`config.mk`:
```
export PLATFORM = sky130hd
export DESIGN_NAME = onehot_index_fifo
export DESIGN_NICKNAME = d
export VERILOG_FILES = /design/src/rtl/onehot_index_fifo.sv
export SDC_FILE = /design/constraint.sdc
export NUM_CORES = 1
export LEC_CHECK = 0
export ABC_AREA = 0
export BUFFER_PORTS_ARGS = -buffer_cell sky130_fd_sc_hd__buf_2
export CORE_ASPECT_RATIO = 1.75
export CORE_MARGIN = 4
export CORE_UTILIZATION = 62
export DETAILED_ROUTE_END_ITERATION = 7
export PLACE_DENSITY = 0.84
export SYNTH_ARGS = -nofsm -noshare
export SYNTH_HDL_FRONTEND = slang
export SYNTH_SLANG_ARGS = --single-unit
```
`constraint.sdc`:
```
create_clock -name clk_i -period 8.9 [get_ports clk_i]
set_clock_uncertainty 0.05 [all_clocks]
set_input_delay 0.445 -clock clk_i [delete_from_list [all_inputs] [get_ports clk_i]]
set_output_delay 0.445 -clock clk_i [all_outputs]
set_load 0.005 [all_outputs]
```
`src/rtl/onehot_index_fifo.sv`:
```
// Converts one-hot leftmost/rightmost encoder outputs to binary indices and
// buffers them in a small FIFO so the consumer can apply back-pressure.
module onehot_index_fifo #(
   parameter  int WIDTH = 16,
   parameter  int DEPTH = 8,
   localparam int IDX_W = $clog2(WIDTH)
) (
   input  logic                     clk_i,
   input  logic                     arst_n_i,
   input  logic [WIDTH-1:0]         data_left_i,
   input  logic [WIDTH-1:0]         data_right_i,
   input  logic                     data_val_i,
   output logic [IDX_W-1:0]         idx_left_o,
   output logic [IDX_W-1:0]         idx_right_o,
   output logic                     idx_none_o,
   output logic                     data_val_o,
   input  logic                     data_ready_i,
   output logic [$clog2(DEPTH):0]   usedw_o,
   output logic                     full_o,
   output logic                     empty_o,
   output logic                     overflow_o
);

   localparam int PTR_W = $clog2(DEPTH);
   localparam int CNT_W = PTR_W + 1;
   localparam int ENT_W = 2 * IDX_W + 1;

   // Handshake: an entry transfers on a cycle where data_val_o && data_ready_i
   // are both high at the rising edge; data_val_o never depends on data_ready_i,
   // and the head entry holds stable while data_val_o && !data_ready_i.

   logic [ENT_W-1:0] mem [DEPTH];
   logic [PTR_W-1:0] wr_ptr;
   logic [PTR_W-1:0] rd_ptr;
   logic [CNT_W-1:0] count;
   logic             overflow_q;

   logic [IDX_W-1:0] enc_left;
   logic [IDX_W-1:0] enc_right;
   logic             enc_none;
   logic             push;
   logic             pop;
   logic             drop;

   // OR of set-bit positions: exact for one-hot, zero for an all-zero word.
   function automatic logic [IDX_W-1:0] encode(input logic [WIDTH-1:0] v);
      logic [IDX_W-1:0] r;
      r = '0;
      for (int i = 0; i < WIDTH; i++) begin
         if (v[i]) begin
            r = r | IDX_W'(i);
         end
      end
      return r;
   endfunction

   always_comb begin
      enc_left  = encode(data_left_i);
      enc_right = encode(data_right_i);
      enc_none  = (data_left_i == '0);
   end

   always_comb begin
      empty_o    = (count == '0);
      full_o     = (count == CNT_W'(DEPTH));
      usedw_o    = count;
      data_val_o = !empty_o;
      overflow_o = overflow_q;
      pop        = data_val_o && data_ready_i;
      push       = data_val_i && (!full_o || pop);
      drop       = data_val_i && full_o && !pop;
   end

   always_comb begin
      {idx_none_o, idx_right_o, idx_left_o} = mem[rd_ptr];
   end

   always_ff @(posedge clk_i or negedge arst_n_i) begin
      if (!arst_n_i) begin
         for (int i = 0; i < DEPTH; i++) begin
            mem[i] <= '0;
         end
      end else if (push) begin
         mem[wr_ptr] <= {enc_none, enc_right, enc_left};
      end
   end

   always_ff @(posedge clk_i or negedge arst_n_i) begin
      if (!arst_n_i) begin
         wr_ptr     <= '0;
         rd_ptr     <= '0;
         count      <= '0;
         overflow_q <= 1'b0;
      end else begin
         if (push) begin
            wr_ptr <= wr_ptr + PTR_W'(1);
         end
         if (pop) begin
            rd_ptr <= rd_ptr + PTR_W'(1);
         end
         if (push && !pop) begin
            count <= count + CNT_W'(1);
         end else if (pop && !push) begin
            count <= count - CNT_W'(1);
         end
         if (drop) begin
            overflow_q <= 1'b1;
         end
      end
   end

endmodule

```
==> flow_summary.json <==
{
  "slew_viol_final": 0,
  "ioPinCount": 53,
  "ant_nets": 0,
  "drive_gt1_frac": 0.4940,
  "peakVddDrop_mv": 0.2373,
  "ys_warn_count": 0,
  "fin_tns_setup_ns": 0,
  "synth_edf_count": 0,
  "endpoint_kind": "flop",
  "crit_type": "reg2reg",
  "ys_top_cells_by_area": "dfrtp_1 50%, mux2_2 18%, mux4_2 9.8%, a2111oi_4 4.0%, mux2i_1 2.2%",
  "powerDensity_nw_per_um2": 327.9,
  "antennaDiodeCount": 0,
  "synth_top_cell_area_share": 0.5017,
  "synth.largest_area_cell": "dfrtp_1",
  "worstPathRequired_ns": 9.06,
  "ys_seq_area_frac": 0.5017,
  "cts_made_buffers": 9,
  "status": "finished clean",
  "cp_max_fo": 7,
  "synthCells": 278,
  "cts_buffer_depth": 2,
  "min_period_ns": 3.178,
  "hold_path_class": "in2async",
  "clock-sinks": 83,
  "wire_per_inst_um": 20.07,
  "synth.most_common_cell": "dfrtp_1",
  "routed_wl_mm": 8.389,
  "cap_violations": 0,
  "mappedNetlistArea_sq_um": 4140,
  "nets": 374,
  "fp.dieH_um": 116.1,
  "antenna_found_initial": 0,
  "syn-num-nets": 320,
  "post-route-drc-count": 0,
  "cts_tree": "built",
  "preCtsSetupSlack_ns": 5.704,
  "setup_violations": 0,
  "core-area_sq_um": 6490,
  "crit_arrival_ns": 3.34,
  "rsz0062_at_grt": "false",
  "synth_cell_types": 31,
  "die_area_sq_um": 8100,
  "die_w_um": 69.77,
  "ctsHoldBuffers": 0,
  "hold_slack_ns": 0.2441,
  "finalHoldViolCount": 0,
  "grt_overflow": 0,
  "dp.cells": 403,
  "relSlewSlack": 0.1833,
  "grt_usage": 0.2237,
  "grt_pass1_vias": 2755,
  "start_util": 0.6379,
  "clk_latency_ns": 0.33,
  "cts_setup_buffers": 0,
  "grt_max_degree": 84,
  "num_vias": 2526,
  "htreeDepth": 3,
  "synthFlopType": "dfrtp_1",
  "port_buffers": 51,
  "final_cells": 418,
  "rows": 39,
  "syn_area_per_cell_sq_um": 14.89,
  "cts_resized": 0,
  "syn_to_final_growth_pct": 14.26,
  "globalplace.congestion": 0.7640,
  "worst_slew_pin_slew_ns": 1.223,
  "cts-root-buf": "clkbuf_16",
  "firstDrtPassIters": 4,
  "power.leakage_nw": 1.651,
  "post-route-period-util": 0.3571,
  "synth_commonest_cells": "83 x dfrtp_1, 67 x mux2_2, 18 x mux4_2",
  "start_kind": "flop",
  "grt_pass1_wl_mm": 13.90,
  "hpwl_mm": 5.602,
  "drt-vias-per-instance": 6.043,
  "drt_iter0_markers": 132,
  "crit_path_start": "usedw_o[0]",
  "layout_setup_ws_ns": 5.722,
  "ys_seq_elements": 83,
  "timing.rr.start": "usedw_o[0]",
  "fmax_mhz": 314.6,
  "synthArstFlopShare": 1.000,
  "clk_pin_slew_ns": 0.06
}
## report_power, final
group / switching, mW / leakage [nW] / internal [mW] / total [mW]
sequential: 0.141 / 0.847 / 0.529 / 0.670
clock: 0.134 / 0.132 / 0.193 / 0.328
combinational: 0.221 / 0.671 / 0.332 / 0.553
## worst max-delay path, cell delays in order (launching register included)
cell	delay, ns
dfrtp_1	0.47
or4b_4	0.60
o21ai_0	0.37
inv_1	0.09
ha_1	0.27
inv_1	0.15
ha_1	0.32
or4_1	0.53
o211ai_1	0.12
o211ai_1	0.10
## registers in the layout, indices dropped and copies added, names as in the netlist
name and flops:
mem 72, overflow_o 1, rd_ptr 3, usedw_o 4, wr_ptr 3
## per-stage QoR
step | total power [mW] | utilization | cell area (sq um)
finish | 1.551 | 0.7289 | 4731
CTS | 1.570 | 0.7289 | 4731
floorplan | 1.065 | - | 4140
detailed placement | 1.234 | 0.6886 | 4469
global placement | 1.200 | 0.6886 | 4469
global route | 1.650 | 0.7289 | 4731
## metal layers
metal | wire [um] | GRT usage | share of wire
met5 | 0 | 0 | 0
met4 | 136 | 0.08312 | 0.016
met3 | 241 | 0.04220 | 0.029
met2 | 4730 | 0.4081 | 0.56
met1 | 3280 | 0.2621 | 0.39
## cell families after synthesis
| group | after synthesis | share of synthesized area |
|---|---|---|
| xor+xnor | 6 | 0.01269 |
| buf+inv | 24 | 0.02418 |
| mux | 102 | 0.3273 |
| simple gates | 39 | 0.05198 |
| flops | 83 | 0.5017 |
| fa+ha+maj | 6 | 0.01995 |
| compound gates | 18 | 0.06225 |
## path summary, 6_finish.rpt
| kind | to | slack, ns | cells past startpoint |
|---|---|---|---|
| setup / recovery | usedw_o[3] | 5.72 | 9 |
| hold / removal | mem[62] | 0.24 | 1 |
| setup reg to reg | usedw_o[3] | 5.72 | 9 |
| hold reg to reg | overflow_o | 0.41 | 1 |
| max in group asynchronous | mem[61] | 7.90 | 1 |
| min in group clk_i | overflow_o | 0.36 | 2 |
## cells in the final DEF (no fill, tap or decap), drive strengths merged, types with 2 or more instances in the layout
cell	count
ha	5
o21ai	3
inv	15
clkinv	3
dfrtp	83
a2111oi	6
mux2i	9
nor4	14
or4	2
mux2	75
a21oi	2
buf	52
o211ai	3
xnor2	6
mux4	18
a211oi	2
nand2	14
nand3	3
clkbuf	12
## final cells by class
| type | count | area [sq um] |
|---|---|---|
| sequential | 83 | 2077 |
| tap | 82 | 102.6 |
| timing repair buffer | 52 | 265.3 |
| fill | 448 | 1759 |
| clock inverter | 3 | 15.01 |
| clock buffer | 12 | 246.5 |
| multi-input combinational | 171 | 1963 |
| inverter | 15 | 61.31 |
Power figures use the tool's default switching activity.
